File: src/rtl/mdu_pkg.sv
// Shared definitions for the mul/div unit: op and FSM encodings, default XLEN.
package mdu_pkg;

  localparam int unsigned XLEN_DEF = 32;

  // funct3[1:0] of the RV32M divide group
  typedef enum logic [1:0] {
    OP_DIV  = 2'b00,
    OP_DIVU = 2'b01,
    OP_REM  = 2'b10,
    OP_REMU = 2'b11
  } op_e;

  typedef enum logic [1:0] {
    ST_IDLE = 2'b00,
    ST_CALC = 2'b01,
    ST_FIX  = 2'b10,
    ST_DONE = 2'b11
  } state_e;

  function automatic logic op_is_signed(input op_e op);
    return !op[0];
  endfunction

  function automatic logic op_is_rem(input op_e op);
    return op[1];
  endfunction

endpackage

File: src/rtl/div_radix2_seq_if.sv
// Request/response bundle between the execute stage and the divider.
interface div_radix2_seq_if
  import mdu_pkg::*;
#(
  parameter int unsigned XLEN = XLEN_DEF
);
  logic            i_start;
  logic [1:0]      i_op;
  logic [XLEN-1:0] i_dividend;
  logic [XLEN-1:0] i_divisor;
  logic            i_flush;
  logic            o_busy;
  logic            o_valid;
  logic [XLEN-1:0] o_result;

  modport master (
    output i_start, i_op, i_dividend, i_divisor, i_flush,
    input  o_busy, o_valid, o_result
  );

  modport slave (
    input  i_start, i_op, i_dividend, i_divisor, i_flush,
    output o_busy, o_valid, o_result
  );
endinterface

File: src/rtl/div_radix2_seq_step.sv
// One restoring-division iteration: shift in the next dividend bit and
// subtract the divisor if it fits.
module div_step #(
  parameter int unsigned XLEN = 32
) (
  input  logic [XLEN-1:0] rem_in,
  input  logic            bit_in,
  input  logic [XLEN-1:0] dvs_abs,
  output logic [XLEN-1:0] rem_out,
  output logic            q_bit
);
  logic [XLEN:0] shifted;
  logic [XLEN:0] trial;

  // rem_in < dvs_abs always holds, so the shifted value fits in XLEN+1 bits
  // and bit XLEN of the trial difference is a clean borrow flag.
  always_comb begin
    shifted = {rem_in, bit_in};
    trial   = shifted - {1'b0, dvs_abs};
    q_bit   = !trial[XLEN];
    rem_out = q_bit ? trial[XLEN-1:0] : shifted[XLEN-1:0];
  end
endmodule

File: src/rtl/div_radix2_seq.sv
// Iterative radix-2 restoring divider for DIV/DIVU/REM/REMU.
// Optional result cache enabled by defining MDU_DIV_CACHE_EN.
module div_radix2_seq
  import mdu_pkg::*;
#(
  parameter int unsigned XLEN  = XLEN_DEF,
  parameter int unsigned CNT_W = $clog2(XLEN) + 1
) (
  input logic              i_clk,
  input logic              i_rst_n,
  div_radix2_seq_if.slave  bus
);
  localparam logic [XLEN-1:0] MIN_INT = {1'b1, {(XLEN-1){1'b0}}};

  state_e          state, nxt;
  op_e             op_in, op_q;
  logic            sgn_in, div_zero, ovf, special, accept, hit;
  logic [XLEN-1:0] dvd_abs, dvs_abs_in, hit_res;
  logic [XLEN-1:0] rem_q, quo_q, dvs_q, res_q;
  logic [XLEN-1:0] rem_nxt, q_fix, r_fix;
  logic            q_bit, neg_q, neg_r;
  logic [CNT_W-1:0] cnt;

  assign op_in      = op_e'(bus.i_op);
  assign sgn_in     = op_is_signed(op_in);
  assign div_zero   = (bus.i_divisor == '0);
  assign ovf        = sgn_in && (bus.i_dividend == MIN_INT) && (bus.i_divisor == '1);
  assign special    = div_zero || ovf;
  assign accept     = (state == ST_IDLE) && bus.i_start && !bus.i_flush;
  assign dvd_abs    = (sgn_in && bus.i_dividend[XLEN-1]) ? -bus.i_dividend : bus.i_dividend;
  assign dvs_abs_in = (sgn_in && bus.i_divisor[XLEN-1])  ? -bus.i_divisor  : bus.i_divisor;

  div_step #(.XLEN(XLEN)) u_step (
    .rem_in  (rem_q),
    .bit_in  (quo_q[XLEN-1]),
    .dvs_abs (dvs_q),
    .rem_out (rem_nxt),
    .q_bit   (q_bit)
  );

  // Sign correction of the final magnitudes
  always_comb begin
    q_fix = neg_q ? -quo_q : quo_q;
    r_fix = neg_r ? -rem_q : rem_q;
  end

`ifdef MDU_DIV_CACHE_EN
  logic            c_vld, c_sgn;
  logic [XLEN-1:0] c_dvd, c_dvs, c_quo, c_rem, dvd_raw_q, dvs_raw_q;
  logic            sgn_q;

  assign hit     = c_vld && (bus.i_dividend == c_dvd) && (bus.i_divisor == c_dvs) && (sgn_in == c_sgn);
  assign hit_res = op_is_rem(op_in) ? c_rem : c_quo;

  // Remember the last completed normal op; any flush or special case drops it
  always_ff @(posedge i_clk or negedge i_rst_n) begin
    if (!i_rst_n) begin
      c_vld <= 1'b0; c_sgn <= 1'b0; sgn_q <= 1'b0;
      c_dvd <= '0; c_dvs <= '0; c_quo <= '0; c_rem <= '0;
      dvd_raw_q <= '0; dvs_raw_q <= '0;
    end else if (bus.i_flush) begin
      c_vld <= 1'b0;
    end else if (accept) begin
      dvd_raw_q <= bus.i_dividend;
      dvs_raw_q <= bus.i_divisor;
      sgn_q     <= sgn_in;
      if (special) c_vld <= 1'b0;
    end else if (state == ST_FIX) begin
      c_vld <= 1'b1;
      c_sgn <= sgn_q;
      c_dvd <= dvd_raw_q;
      c_dvs <= dvs_raw_q;
      c_quo <= q_fix;
      c_rem <= r_fix;
    end
  end
`else
  assign hit     = 1'b0;
  assign hit_res = '0;
`endif

  // State register
  always_ff @(posedge i_clk or negedge i_rst_n) begin
    if (!i_rst_n) state <= ST_IDLE;
    else          state <= nxt;
  end

  // Next-state logic; flush overrides everything
  always_comb begin
    nxt = state;
    unique case (state)
      ST_IDLE: if (accept) nxt = (special || hit) ? ST_DONE : ST_CALC;
      ST_CALC: if (cnt == '0) nxt = ST_FIX;
      ST_FIX:  nxt = ST_DONE;
      ST_DONE: nxt = ST_IDLE;
      default: nxt = ST_IDLE;
    endcase
    if (bus.i_flush) nxt = ST_IDLE;
  end

  // Datapath: operand latch, iteration, result register
  always_ff @(posedge i_clk or negedge i_rst_n) begin
    if (!i_rst_n) begin
      op_q  <= OP_DIV;
      neg_q <= 1'b0;
      neg_r <= 1'b0;
      cnt   <= '0;
      rem_q <= '0;
      quo_q <= '0;
      dvs_q <= '0;
      res_q <= '0;
    end else begin
      unique case (state)
        ST_IDLE: if (accept) begin
          op_q  <= op_in;
          neg_q <= sgn_in && (bus.i_dividend[XLEN-1] ^ bus.i_divisor[XLEN-1]);
          neg_r <= sgn_in && bus.i_dividend[XLEN-1];
          cnt   <= CNT_W'(XLEN - 1);
          rem_q <= '0;
          quo_q <= dvd_abs;
          dvs_q <= dvs_abs_in;
          if (div_zero)  res_q <= op_is_rem(op_in) ? bus.i_dividend : '1;
          else if (ovf)  res_q <= op_is_rem(op_in) ? '0 : MIN_INT;
          else if (hit)  res_q <= hit_res;
        end
        ST_CALC: begin
          rem_q <= rem_nxt;
          quo_q <= {quo_q[XLEN-2:0], q_bit};
          if (cnt != '0) cnt <= cnt - CNT_W'(1);
        end
        ST_FIX: if (!bus.i_flush) res_q <= op_is_rem(op_q) ? r_fix : q_fix;
        default: ;
      endcase
    end
  end

  assign bus.o_busy   = (state != ST_IDLE);
  assign bus.o_valid  = (state == ST_DONE);
  assign bus.o_result = res_q;

endmodule
File: src/flat_wrapper.sv
// flat-port wrapper written by rule: the top's interface ports become plain ports
module div_radix2_seq_flat import mdu_pkg::*;
#(
  parameter int unsigned XLEN  = XLEN_DEF,
  parameter int unsigned CNT_W = $clog2(XLEN) + 1
)
  (i_clk, i_rst_n, bus_i_start, bus_i_op, bus_i_dividend, bus_i_divisor, bus_i_flush, bus_o_busy, bus_o_valid, bus_o_result);
  div_radix2_seq_if #(.XLEN(XLEN)) bus_i ();
  input logic i_clk;
  input logic i_rst_n;
  input wire logic [$bits(bus_i.i_start)-1:0] bus_i_start;
  input wire logic [$bits(bus_i.i_op)-1:0] bus_i_op;
  input wire logic [$bits(bus_i.i_dividend)-1:0] bus_i_dividend;
  input wire logic [$bits(bus_i.i_divisor)-1:0] bus_i_divisor;
  input wire logic [$bits(bus_i.i_flush)-1:0] bus_i_flush;
  output wire logic [$bits(bus_i.o_busy)-1:0] bus_o_busy;
  output wire logic [$bits(bus_i.o_valid)-1:0] bus_o_valid;
  output wire logic [$bits(bus_i.o_result)-1:0] bus_o_result;
  assign bus_i.i_start = bus_i_start;
  assign bus_i.i_op = bus_i_op;
  assign bus_i.i_dividend = bus_i_dividend;
  assign bus_i.i_divisor = bus_i_divisor;
  assign bus_i.i_flush = bus_i_flush;
  assign bus_o_busy = bus_i.o_busy;
  assign bus_o_valid = bus_i.o_valid;
  assign bus_o_result = bus_i.o_result;
  div_radix2_seq #(.XLEN(XLEN), .CNT_W(CNT_W)) u_core (.i_clk(i_clk), .i_rst_n(i_rst_n), .bus(bus_i));
endmodule
File: config.mk
export PLATFORM = sky130hd
export DESIGN_NAME = div_radix2_seq_flat
export DESIGN_NICKNAME = d
export VERILOG_FILES = /design/src/rtl/mdu_pkg.sv /design/src/rtl/div_radix2_seq_if.sv /design/src/rtl/div_radix2_seq_step.sv /design/src/rtl/div_radix2_seq.sv /design/src/flat_wrapper.sv
export SDC_FILE = /design/constraint.sdc
export NUM_CORES = 1
export LEC_CHECK = 0
export CORE_UTILIZATION = 25
export CTS_BUF_LIST = sky130_fd_sc_hd__clkbuf_8 sky130_fd_sc_hd__clkbuf_16
export DETAILED_ROUTE_END_ITERATION = 10
export GPL_TIMING_DRIVEN = 0
export HOLD_SLACK_MARGIN = 0.02
export PLACE_DENSITY = 0.46
export SLEW_MARGIN = 0
export SYNTH_ARGS = -nofsm -noshare
export SYNTH_HDL_FRONTEND = slang
export SYNTH_SLANG_ARGS = --single-unit
File: constraint.sdc
create_clock -name i_clk -period 3.4 [get_ports i_clk]
set_input_delay 0.68 -clock i_clk [delete_from_list [all_inputs] [get_ports i_clk]]
set_output_delay 0.68 -clock i_clk [all_outputs]
set_load 0.005 [all_outputs]
==> impl_metrics.ini, run 1 <==
[synth]
yosys.area.top_type = dfrtp_1
yosysSeqAreaShare_pct = 31.58
syn_inst = 1425
ys_async_sr_fraction_pct = 100.0
synth-seq-cells = 139
ys_warn_count = 0
syn-mean-instance-area_um2 = 7.728
synthTopCellsByArea = dfrtp_1 32%, o21ai_0 6.9%, nand2_1 6.4%
synth_cell_types = 64
syn-num-nets = 1540
netlist_area_um2 = 11010
synthFlopType = dfrtp_1
yosys.area.top_type_share_pct = 31.58
synth-edff-count = 0

[grt]
global_route.usage.met1_pct = 28.06
use_met2_pct = 30.23
grt_max_degree = 75
grt_most_used_layer = met2
overflow = 0
antenna_found_initial = 0
grt_usage_pct = 19.92
grt_pass1_wl_mm = 67.19
grt_use_met3_pct = 3.338
grt_pass1_vias = 11050

[cts]
cts_max_level = 4
cts_buffer_depth = 2
cts_tree = done
clk_pin_slew_worst_paths_ps = 60
cts_sinks = 139
cts_buffers = 17
clk_latency_ps = 450
cts_root_buf = clkbuf_16

[finish]
n_antenna_cell = 0
multi_input_comb_area_um2 = 7398
final_area_um2 = 14270
ff_latch_area_um2 = 3485
fin_util_pct = 32.99
final_nets = 1692
layout-drive-gt1-share_pct = 10.88
final.fill_count = 4609
area_growth_pct = 29.60

[timing]
post-route-period-util_pct = 100.0
fmax_mhz = 294.1
maxSlewHeadroom_pct = 32.62
finalSetupViolCount = 1
fin_skew_ps = 17.09
hold_violations = 0
finalSetupTns_ps = -0.4210
finalMaxSlewViolations = 0
worst_pin_slew_ps = 1011
final.setup.worst_slack_ps = -0.4210
rsz0062_at_grt = true
fin_crit_ps = 3400

[critical_path]
critPathMaxFanout = 7
critPathKind = primary input to flop
cp.arrival_ps = 3730
cp-start-kind = primary input
end_kind = flop
critPathRequiredTime_ps = 3730

[detailed_routing]
drtAntennaViolNets = 0
wl_per_cell_um = 20.15
dr.pass1.iters = 5
viasPerCell = 5.217
drt-total-wl_mm = 43.82
drc = 0
first_iter_violations = 833
vias = 11350

[placement]
portBuffers = 101
placed_area_um2 = 12780
hpwlAfterDp_mm = 33.99
dp_slack_ps = -1234
gp_congestion = 0.9246

[run_status]
status = finished, violations left
violations = negative setup slack

[floorplan]
core.rowCount = 76
die_area_um2 = 44900
die_width_um = 211.9
start_util_pct = 25.45
core_um2 = 43270
num_io_pins = 104
die_height_um = 211.9

[flow_run]
cap_violations = 0

[pwr]
leakage_nw = 5.832
max-vdd-ir-drop_mv = 0.4214
power_density_nw_per_um2 = 885.8

[hold_path]
hold_path_class = primary input to asynchronous set/reset pin
placed cells by master (no fill, tap or decap), types with 7 or more instances in the layout:
master	n
nor3_1	18
ha_1	36
or4_4	7
or3_1	22
a22o_1	12
nor2_1	98
clkbuf_1	61
o21ai_0	145
inv_1	61
o31ai_1	33
or4_1	13
nand2b_1	18
xnor2_1	70
xor2_1	72
o22ai_1	8
nand3_2	10
o211ai_1	16
a21o_1	9
a31oi_1	14
nand4_1	28
nand3_1	66
clkbuf_16	19
o41ai_1	14
o21ai_1	11
clkdlybuf4s50_1	87
nand2_1	185
a21oi_1	101
dlymetal6s2s_1	7
nor4_1	8
buf_4	29
buf_6	12
dfrtp_1	134
registers in the layout, indices dropped and copies added (netlist names):
register	count
u_core.neg_r	1
u_core.bus.o_result	32
u_core.cnt	6
u_core.state	2
u_core.op_q	1
u_core.quo_q	32
u_core.neg_q	1
u_core.rem_q	32
u_core.dvs_q	32
logic make-up after synthesis:
family / count (synthesis) / synth area share, %
muxes: 6 / 0.5567
DFF: 139 / 31.58
buffers and inverters: 146 / 5.215
AOI/OAI and AO/OA: 420 / 23.32
xor gates and xnor gates: 144 / 11.45
adders and majority gates: 45 / 5.181
and+or+nand+nor: 525 / 22.69
repair_timing:
| action | 4_1_cts | 5_1_grt |
|---|---|---|
| gates cloned | 1 | 3 |
| setup buffers | 17 | 15 |
| setup endpoints to repair | 70 | 76 |
| pin swaps | 12 | 41 |
| resized for setup | 66 | 100 |
| hold buffers | 0 | 0 |
cell type report:
type | count | area share, %
clock inverters | 13 | 1.333
flip-flops and latches | 139 | 24.41
clock buffers | 19 | 3.173
inverters | 65 | 1.709
repair buffers | 138 | 9.696
multi-input cells | 1140 | 51.84
well taps | 585 | 5.128
plain buffers | 76 | 2.709
per-layer routing:
layer,share of wire (%),up-vias
met3,4.5,68
met5,0,-
met4,3.1,0
met1,48,5547
met2,44,303
li1,-,5430
stage by stage:
step	instances	hold slack [ps]	power, mW
3_5_place_dp	2112	471.2	9.633
6_report	2175	265.0	12.64
5_1_grt	2175	299.5	13.60
3_3_place_gp	2111	467.3	9.608
4_1_cts	2161	280.1	12.03
2_1_floorplan	1425	384.4	7.342
power by group:
group	leakage [nW]	internal (mW)	switching, mW	total (mW)
Sequential	1.77	2.26	0.776	3.04
Combinational	3.75	3.11	4.39	7.50
Clock	0.314	1.27	0.828	2.10
synth_stat cells (all sizes together), types with 3 or more instances:
cell type / instances
o22ai: 12
nor4: 14
or2: 6
a32oi: 8
a22o: 12
a21oi: 103
o211ai: 16
a211oi: 7
nand3b: 4
nor2: 99
o21a: 5
and3: 4
nand2: 187
or3b: 3
a221oi: 5
or3: 24
mux2i: 5
o21ai: 159
a31oi: 14
xor2: 73
nor3: 24
nand3: 77
dfrtp: 139
or4: 20
o31ai: 33
nor2b: 7
o221ai: 4
o41ai: 14
xnor2: 71
buf: 7
clkbuf: 74
nand4: 28
a21o: 9
inv: 64
and2: 5
nand2b: 19
ha: 44
worst max-delay path, cell delays in order:
cell,delay (ps)
buf_4,140
or4_4,540
or3_4,350
or4_4,440
or4_4,470
o21ai_4,210
nand3_4,110
a21o_1,240
buf_12,160
clkbuf_16,150
a22o_1,220
worst paths after layout:
check,cells past startpoint,slack (ps),startpoint,endpoint
setup / recovery,11,-0.4,bus_i_dividend[15],u_core.bus.o_result[25]
hold / removal,1,270,i_rst_n,u_core.dvs_q[2]
setup reg to reg,10,90,u_core.quo_q[0],u_core.bus.o_result[26]
hold reg to reg,2,480,u_core.dvs_q[26],u_core.dvs_q[26]
max in group asynchronous,2,2290,i_rst_n,u_core.rem_q[22]
min in group i_clk,2,480,u_core.dvs_q[26],u_core.dvs_q[26]
No activity file was read; power rests on OpenSTA's default activity.
==> inputs of run 2 (changes only) <==
SETUP_SLACK_MARGIN = 0.3   (was not set)
==> run 2 against run 1 <==
The flow now finishes without violations. Total power shrank 0.42%. Sequential share of layout area fell by 0.53 points. First-iteration DRC count down 1.7%. Clock skew down 4.3 ps. Sequential cell count is the same. Non-clock buffer count grew 17. Register-to-register slack improved by 60 ps. Largest cell class unchanged.
==> impl_metrics.ini, run 2 (synthesis results as in run 1) <==
[timing]
maxSlewHeadroom_pct = 37.86
post-route-period-util_pct = 96.27
whs_ps = 235.9
finalSetupViolCount = 0
fin_skew_ps = 12.75
finalMaxSlewViolations = 0
worst_pin_slew_ps = 932.2
finalSetupTns_ps = 0
fmax_mhz = 305.5
rsz0062_at_grt = true
fin_crit_ps = 3273
hold_violations = 0

[finish]
layout_commonest_cell = nand2_1
final_nets = 1709
final.fill_count = 4625
n_antenna_cell = 0
area_growth_pct = 32.67
layout-drive-gt1-share_pct = 13.96
final_area_um2 = 14610
fin_util_pct = 33.77
final_cell_mix = 181 x nand2_1, 143 x o21ai_0, 130 x dfrtp_1, 99 x a21oi_1, 95 x nor2_1
layout.cells.non_filler = 2190

[critical_path]
crit_family = simple AND/OR/NAND/NOR gates
cp_slowest_cell = or4_4
cp.arrival_ps = 3660
cp_common_cell = or4_4
end_kind = flop
max_stage_delay_ps = 540
critPathRequiredTime_ps = 3780
crit_path_cell_trace = buf_8 > or4_4 > or4_4 > or3_4 > or3_4 > or4_4 > o221ai_4 > o21ai_2 > a21oi_2 > a21o_1
critPathMaxFanout = 6
critPathBufInv = 1
critPathKind = primary input to flop
cp-start-kind = primary input

[floorplan]
die_area_um2 = 44900
start_util_pct = 25.45
core.rowCount = 76
die_width_um = 211.9
num_io_pins = 104
core_um2 = 43270
die_height_um = 211.9

[grt]
grt_pass1_wl_mm = 66.94
grt_usage_pct = 19.77
grt_max_degree = 81
overflow = 0
grt_pass1_vias = 11200
antenna_found_initial = 0

[cts]
clk_pin_slew_worst_paths_ps = 50
cts_buffers = 17
holdBufCountCts = 0
cts_root_buf = clkbuf_16
clk_latency_ps = 450
cts_buffer_depth = 2
cts_sinks = 139
cts_max_level = 4
cts_tree = done

[placement]
gp_congestion = 0.9018
place_inst = 2112
placed_area_um2 = 12820
portBuffers = 101
hpwlAfterDp_mm = 34.06

[detailed_routing]
vias = 11430
drtAntennaViolNets = 0
first_iter_violations = 819
viasPerCell = 5.218
drc = 0
wl_per_cell_um = 20.07
dr.pass1.iters = 7
drt-total-wl_mm = 43.95

[pwr]
power_density_nw_per_um2 = 861.6
leakage_nw = 5.945
max-vdd-ir-drop_mv = 0.4727

[flow_run]
cap_violations = 0

[hold_path]
hold_path_class = primary input to asynchronous set/reset pin

[run_status]
status = completed
run 2: stage by stage:
step | total power [mW] | worst slack (ps)
finish | 12.59 | 126.8
global route | 13.53 | 49.02
CTS | 12.19 | 59.93
detailed placement | 9.671 | -1215
global placement | 9.626 | -4526
floorplan | 7.350 | 62.99
run 2: final cells by class:
class	instances	area, um2	share of cell area (%)
plain buffers	81	454.2	3.108
inverters	65	244.0	1.670
repair buffers	150	1539	10.53
flip-flops and latches	139	3490	23.88
well taps	585	732.0	5.009
clock buffers	20	466.7	3.194
multi-input cells	1140	7631	52.23
clock inverters	10	55.05	0.3768
run 2: repair_timing:
action	4_1_cts	5_1_grt
setup endpoints to repair	85	78
setup buffers	30	9
pin swaps	43	39
cloned	6	3
hold endpoints to repair	0	0
resized for setup	157	83
run 2: final timing paths:
path                                         start                      end  slack, ps  depth (start not counted)
worst max-delay path            bus_i_dividend[15]  u_core.bus.o_result[22]        130                         10
worst min-delay path                       i_rst_n          u_core.dvs_q[3]        240                          1
worst max register to register    u_core.quo_q[31]         u_core.rem_q[26]        150                         14
worst min register to register    u_core.dvs_q[23]         u_core.dvs_q[23]        480                          2
max in group asynchronous                  i_rst_n         u_core.rem_q[22]       2300                          2
min in group i_clk                u_core.dvs_q[23]         u_core.dvs_q[23]        480                          2
run 2: per-layer routing:
layer  vias to the layer above  wire (um)  GRT usage [%]
li1                       5450          -              -
met1                      5613      20820          26.83
met2                       301      20090          31.25
met3                        63       1859          3.308
met4                         0       1178          7.446
met5                         -          0              0
run 2: power by group:
| group | internal, mW | total (mW) | switching, mW |
|---|---|---|---|
| clock network | 0.966 | 1.71 | 0.743 |
| registers | 2.27 | 3.06 | 0.797 |
| logic | 3.25 | 7.82 | 4.57 |
